**src/rtl/keypad_time_loader_if.sv**
```systemverilog
// Keypad entry bundle: raw keypad/control inputs toward the loader, BCD digits and pulses back.
// master drives the keypad and control lines (keypad front end / test harness).
// slave is the loader itself.
interface keypad_time_loader_if;
  logic [9:0] keypad;
  logic       enablen;
  logic       clear_entry;
  logic       start_req;
  logic [3:0] sec_ones;
  logic [3:0] sec_tens;
  logic [3:0] min_ones;
  logic [1:0] digit_count;
  logic       key_strobe;
  logic       time_valid;
  logic       load;

  modport master (
    output keypad, enablen, clear_entry, start_req,
    input  sec_ones, sec_tens, min_ones, digit_count, key_strobe, time_valid, load
  );

  modport slave (
    input  keypad, enablen, clear_entry, start_req,
    output sec_ones, sec_tens, min_ones, digit_count, key_strobe, time_valid, load
  );
endinterface

```
**src/rtl/keypad_time_loader.sv**
```systemverilog
// Oven cook-time entry: debounces one-hot keypad presses and shifts digits into an M:SS register.
// Latency: key_strobe in the (DEBOUNCE_CYCLES+2)th cycle after the key is first sampled; load one cycle after start_req rises.
// No backpressure: presses while the magnetron runs, or starts that cannot be honoured, are dropped.
module keypad_time_loader #(
  parameter int unsigned DEBOUNCE_CYCLES = 20
) (
  input logic            clk,
  input logic            reset,
  keypad_time_loader_if.slave bus
);

  typedef enum logic [1:0] {IDLE, DEBOUNCE, ACCEPT, RELEASE} state_t;

  // Counter value at which the next stable sample completes the debounce window.
  localparam logic [7:0] DB_LAST = 8'(DEBOUNCE_CYCLES - 1);

  state_t     state;
  logic [9:0] key_q;
  logic [7:0] cnt;
  logic [3:0] cand;
  logic       start_q;
  logic [3:0] so;
  logic [3:0] st;
  logic [3:0] mo;
  logic [1:0] count;
  logic       strobe;
  logic       load_r;

  logic       onehot;
  logic [3:0] code;
  logic       valid;
  logic       start_rise;

  // Decode the synchronised keys: a single pressed key yields its digit, anything else is "no key".
  always_comb begin
    onehot = 1'b0;
    code   = 4'd0;
    for (int k = 0; k < 10; k++) begin
      if (key_q == (10'd1 << k)) begin
        onehot = 1'b1;
        code   = 4'(k);
      end
    end
  end

  // A time is loadable once something was entered, the seconds tens digit is sane and it is not 0:00.
  assign valid      = (count != 2'd0) && (st <= 4'd5) && ({mo, st, so} != 12'd0);
  assign start_rise = bus.start_req && !start_q;

  // Input sync, debounce FSM, digit shift register and the registered strobe/load pulses.
  always_ff @(posedge clk or posedge reset) begin
    if (reset) begin
      state   <= IDLE;
      key_q   <= 10'd0;
      cnt     <= 8'd0;
      cand    <= 4'd0;
      start_q <= 1'b0;
      so      <= 4'd0;
      st      <= 4'd0;
      mo      <= 4'd0;
      count   <= 2'd0;
      strobe  <= 1'b0;
      load_r  <= 1'b0;
    end else begin
      key_q   <= bus.keypad;
      start_q <= bus.start_req;
      strobe  <= 1'b0;
      load_r  <= 1'b0;
      if (bus.clear_entry) begin
        // Clear beats a pending accept and any start; a still-held key must be released first.
        so    <= 4'd0;
        st    <= 4'd0;
        mo    <= 4'd0;
        count <= 2'd0;
        cnt   <= 8'd0;
        if (!bus.enablen && (key_q != 10'd0)) begin
          state <= RELEASE;
        end else begin
          state <= IDLE;
        end
      end else if (bus.enablen) begin
        // Magnetron on: abandon any press in progress, keep the digits.
        state <= IDLE;
        cnt   <= 8'd0;
      end else begin
        if ((state == IDLE) && valid && start_rise) begin
          load_r <= 1'b1;
        end
        case (state)
          IDLE: begin
            if (onehot) begin
              state <= DEBOUNCE;
              cand  <= code;
              cnt   <= 8'd1;
            end
          end
          DEBOUNCE: begin
            if (onehot && (code == cand)) begin
              cnt <= cnt + 8'd1;
              if (cnt == DB_LAST) begin
                state <= ACCEPT;
              end
            end else begin
              state <= IDLE;
              cnt   <= 8'd0;
            end
          end
          ACCEPT: begin
            strobe <= 1'b1;
            mo     <= st;
            st     <= so;
            so     <= cand;
            count  <= (count == 2'd3) ? 2'd3 : count + 2'd1;
            cnt    <= 8'd0;
            state  <= RELEASE;
          end
          RELEASE: begin
            // No auto-repeat: the key must go fully up before another press is considered.
            if (key_q == 10'd0) begin
              state <= IDLE;
            end
          end
          default: state <= IDLE;
        endcase
      end
    end
  end

  assign bus.sec_ones    = so;
  assign bus.sec_tens    = st;
  assign bus.min_ones    = mo;
  assign bus.digit_count = count;
  assign bus.key_strobe  = strobe;
  assign bus.time_valid  = valid;
  assign bus.load        = load_r;

endmodule

```
**src/flat_wrapper.sv**
```systemverilog
// flat-port wrapper written by rule: the top's interface ports become plain ports
module keypad_time_loader_flat 
#(
  parameter int unsigned DEBOUNCE_CYCLES = 20
)
  (clk, reset, bus_keypad, bus_enablen, bus_clear_entry, bus_start_req, bus_sec_ones, bus_sec_tens, bus_min_ones, bus_digit_count, bus_key_strobe, bus_time_valid, bus_load);
  keypad_time_loader_if bus_i ();
  input logic clk;
  input logic reset;
  input wire logic [$bits(bus_i.keypad)-1:0] bus_keypad;
  input wire logic [$bits(bus_i.enablen)-1:0] bus_enablen;
  input wire logic [$bits(bus_i.clear_entry)-1:0] bus_clear_entry;
  input wire logic [$bits(bus_i.start_req)-1:0] bus_start_req;
  output wire logic [$bits(bus_i.sec_ones)-1:0] bus_sec_ones;
  output wire logic [$bits(bus_i.sec_tens)-1:0] bus_sec_tens;
  output wire logic [$bits(bus_i.min_ones)-1:0] bus_min_ones;
  output wire logic [$bits(bus_i.digit_count)-1:0] bus_digit_count;
  output wire logic [$bits(bus_i.key_strobe)-1:0] bus_key_strobe;
  output wire logic [$bits(bus_i.time_valid)-1:0] bus_time_valid;
  output wire logic [$bits(bus_i.load)-1:0] bus_load;
  assign bus_i.keypad = bus_keypad;
  assign bus_i.enablen = bus_enablen;
  assign bus_i.clear_entry = bus_clear_entry;
  assign bus_i.start_req = bus_start_req;
  assign bus_sec_ones = bus_i.sec_ones;
  assign bus_sec_tens = bus_i.sec_tens;
  assign bus_min_ones = bus_i.min_ones;
  assign bus_digit_count = bus_i.digit_count;
  assign bus_key_strobe = bus_i.key_strobe;
  assign bus_time_valid = bus_i.time_valid;
  assign bus_load = bus_i.load;
  keypad_time_loader #(.DEBOUNCE_CYCLES(DEBOUNCE_CYCLES)) u_core (.clk(clk), .reset(reset), .bus(bus_i));
endmodule
```
**config.mk**
```make
export PLATFORM = sky130hd
export DESIGN_NAME = keypad_time_loader_flat
export DESIGN_NICKNAME = d
export VERILOG_FILES = /design/src/rtl/keypad_time_loader_if.sv /design/src/rtl/keypad_time_loader.sv /design/src/flat_wrapper.sv
export SDC_FILE = /design/constraint.sdc
export NUM_CORES = 1
export LEC_CHECK = 0
export BUFFER_PORTS_ARGS = -buffer_cell sky130_fd_sc_hd__buf_2
export CAP_MARGIN = 20
export CORE_MARGIN = 4
export CORE_UTILIZATION = 50
export CTS_CLUSTER_SIZE = 8
export DETAILED_ROUTE_END_ITERATION = 16
export GPL_TIMING_DRIVEN = 1
export MAX_ROUTING_LAYER = met4
export PLACE_DENSITY = 0.71
export SLEW_MARGIN = 15
export SYNTH_ARGS = -nofsm -noshare
export SYNTH_HDL_FRONTEND = slang
export SYNTH_SLANG_ARGS = --single-unit
```
**constraint.sdc**
```tcl
create_clock -name clk -period 3.3 [get_ports clk]
set_clock_uncertainty 0.1 [all_clocks]
set_input_delay 0.33 -clock clk [delete_from_list [all_inputs] [get_ports clk]]
set_output_delay 0.33 -clock clk [all_outputs]
set_load 0.02 [all_outputs]
```
==> results.py <==
metrics = {
    "final_layout": {
        "final_common_cell": "dfrtp_1",
        "final_cell_mix": "41 x dfrtp_1, 31 x nand2_1, 31 x buf_2",
        "nNetsFinal": 283,
        "fillCellCount": 362,
        "layout-drive-gt1-share_pct": 18.6,
        "num_antenna_cells": 0,
        "fin_cells": 314,
        "syn2layout_area_growth_pct": 12.9,
        "finalInstanceArea_mm2": 0.00245,
    },
    "die": {
        "start_util_pct": 53.1,
        "coreArea_mm2": 0.00409,
        "rows": 23,
        "die_y_um": 73.9,
        "ios": 32,
        "fp.dieW_um": 73.9,
        "die-area_mm2": 0.00545,
    },
    "setup_path": {
        "start_kind": "register",
        "crit_type": "reg2reg",
        "crit_top_cell": "or4_1",
        "required_ns": 3.43,
        "slowest_delay_ns": 0.65,
        "path_cells": "or4_1, or4_1, a2bb2oi_1, mux2_4, a211oi_4, o31a_1, o221a_1",
        "cp_max_fo": 8,
        "critPathSlowestCell": "or4_1",
        "cp.arrival_ns": 3.08,
        "reg2reg_slack_ns": 0.35,
        "endpoint_kind": "register",
    },
    "power": {
        "p_comb_share_pct": 14.5,
        "p_per_area_mw_per_mm2": 408,
        "leakage_nw": 1.11,
        "peakVddDrop_mv": 0.316,
        "swShare_pct": 28.2,
        "p_sw_uw": 282,
        "p_int_uw": 718,
        "p_seq_share_pct": 53.9,
        "clkPwrFrac_pct": 31.6,
        "totalPowerFinal_uw": 1000,
    },
    "yosys": {
        "synth-async-reset-ratio_pct": 100,
        "syn_area_per_cell_um2": 9.31,
        "syn_nets": 253,
        "ys_ff_latch": 41,
        "syn_inst": 233,
        "synth_warnings": 0,
        "ys.flop_type": "dfrtp_1",
        "synth-seq-area-share_pct": 47.3,
        "yosysUniqueCellTypes": 50,
        "syn_area_mm2": 0.00217,
        "synth_edf_count": 0,
    },
    "status": {
        "status": "completed",
    },
    "placement": {
        "globalplace.congestion": 0.870,
        "dpl-instance-area_mm2": 0.00236,
        "placed_cells": 306,
        "hpwl_mm": 3.15,
        "port_buffers": 31,
    },
    "cts": {
        "ctsResizeCount": 0,
        "ctsHoldBuffers": 0,
        "numCtsBuffers": 5,
        "clk_path_buf_depth": 2,
        "cts_htree_levels": 2,
        "cts_root_buf": "clkbuf_8",
        "path_clk_slew_ns": 0.08,
        "worstSkewPairLatency_ns": 0.29,
        "post_cts_buffers": 0,
        "clock-sinks": 41,
        "cts_tree": "done",
    },
    "global_routing": {
        "grt_pass1_wl_mm": 7.53,
        "grt_pass1_vias": 1651,
        "track_usage_pct": 18.4,
        "antenna_found_initial": 0,
        "grt_overflow": 0,
        "grt_start_max_net_pins": 42,
    },
    "routing": {
        "viasPerCell": 5.67,
        "route.vias.total": 1780,
        "first_pass_iters": 4,
        "drtIter0Drc": 108,
        "drtAntennaViolNets": 0,
        "drt-wirelength-per-cell_um": 13.7,
        "drc": 0,
        "totalWireLength_mm": 4.30,
    },
    "sta": {
        "final-setup-viol-count": 0,
        "timing.final.crit_period_ns": 2.95,
        "worst_slew_pin_slew_ns": 0.628,
        "finalCritPeriodShare_pct": 89.5,
        "setup_tns_ns": 0,
        "slew_violations": 0,
        "hold_viol": 0,
        "grt_setup_unrepaired": "no",
        "relSlewSlack_pct": 58.0,
        "fmax_ghz": 0.339,
    },
    "run": {
        "maxCapViolCount": 0,
    },
    "min_path": {
        "min-delay-path-class": "in2reg",
    },
}
## worst max-delay path: cells and delay by family (launching register included)
family / cells / cell delay (ns)
and+or+nand+nor: 2 / 1.09
AOI/OAI and AO/OA: 4 / 0.92
DFF: 1 / 0.44
muxes: 1 / 0.35
## state kept, by name, indices dropped and copies added (netlist names)
signal / cells
u_core.key_q: 10
u_core.cnt: 8
u_core.bus.min_ones: 4
u_core.bus.sec_ones: 4
u_core.bus.sec_tens: 4
u_core.cand: 4
u_core.bus.digit_count: 2
u_core.state: 2
u_core.bus.key_strobe: 1
u_core.bus.load: 1
u_core.start_q: 1
## area by class of cell
class / count / area [um^2] / area share (%)
repair buffers: 33 / 170 / 6.95
inverters: 9 / 33.8 / 1.38
multi-input cells: 173 / 1070 / 43.7
clock inverters: 3 / 17.5 / 0.715
clock buffers: 5 / 68.8 / 2.81
flip-flops and latches: 41 / 1030 / 41.9
well taps: 50 / 62.6 / 2.55
## power by group through the flow
stage / Combinational [mW] / Clock, mW / Sequential [mW]
floorplan: 0.113 / 0 / 0.543
global placement: 0.145 / 0 / 0.548
detailed placement: 0.146 / 0 / 0.548
CTS: 0.146 / 0.331 / 0.539
global route: 0.166 / 0.354 / 0.542
finish: 0.145 / 0.316 / 0.539
## Yosys cell counts (2+ instances only)
cell type  number  area share [%]
a211oi_1        3             1.0
a211oi_2        2             1.2
a21oi_1        17             3.9
a2bb2oi_1       2            0.81
a31oi_1         4             1.2
a32oi_1         2            0.81
and2_1          3            0.87
and2b_1         2            0.69
buf_1           2            0.35
clkbuf_1        7             1.2
dfrtp_1        41              47
ha_1            5             2.9
inv_1           9             1.6
nand2_1        31             5.4
nand3_1        10             2.3
nand3b_1        2            0.69
nand4_1         4             1.2
nor2_1         19             3.3
nor2b_1         4             1.2
nor3_1          6             1.4
nor4_1          4             1.2
nor4b_1         3             1.2
o211a_1         2            0.92
o211ai_1        3             1.0
o21ai_0         9             2.1
o31a_1          2            0.81
or2_2           2            0.58
or3_1           3            0.87
or4_1           4             1.4
xnor2_1         2            0.81
xor2_1          5             2.0
## worst paths after layout
kind / from / to / depth (start not counted)
max: u_core.key_q[2] / u_core.state[1] / 7
min in group asynchronous: reset / u_core.bus.sec_ones[1] / 3
max reg2reg: u_core.key_q[2] / u_core.state[1] / 7
max in group asynchronous: reset / u_core.cnt[1] / 3
min reg2reg: u_core.start_q / u_core.bus.load / 1
min: bus_keypad[0] / u_core.key_q[0] / 1
## kinds of logic after synthesis
group	count (synthesis)	synth area share [%]
DFF	41	47.3
AOI/OAI and AO/OA	56	18.1
buffers and inverters	19	3.35
muxes	2	1.21
xor gates and xnor gates	7	2.83
and+or+nand+nor	103	24.3
adders and majority gates	5	2.89
## routing by layer
| metal | global-route usage, % | part of all wire, % |
|---|---|---|
| met1 | 23.8 | 48 |
| met2 | 28.3 | 45 |
| met4 | 6.64 | 1.5 |
| met3 | 4.10 | 5.6 |
| met5 | - | 0 |
## metrics by stage
step | hold slack (ns) | worst slack, ns | utilization [%]
after global placement | 0.293 | 0.426 | 57.8
after floorplan | 0.261 | 0.560 | -
final | 0.0402 | 0.347 | 59.9
after detailed placement | 0.306 | 0.386 | 57.8
after global routing | 0.0176 | 0.244 | 59.9
after CTS | 0.0272 | 0.364 | 59.9
No activity file was read; power rests on OpenSTA's default activity.
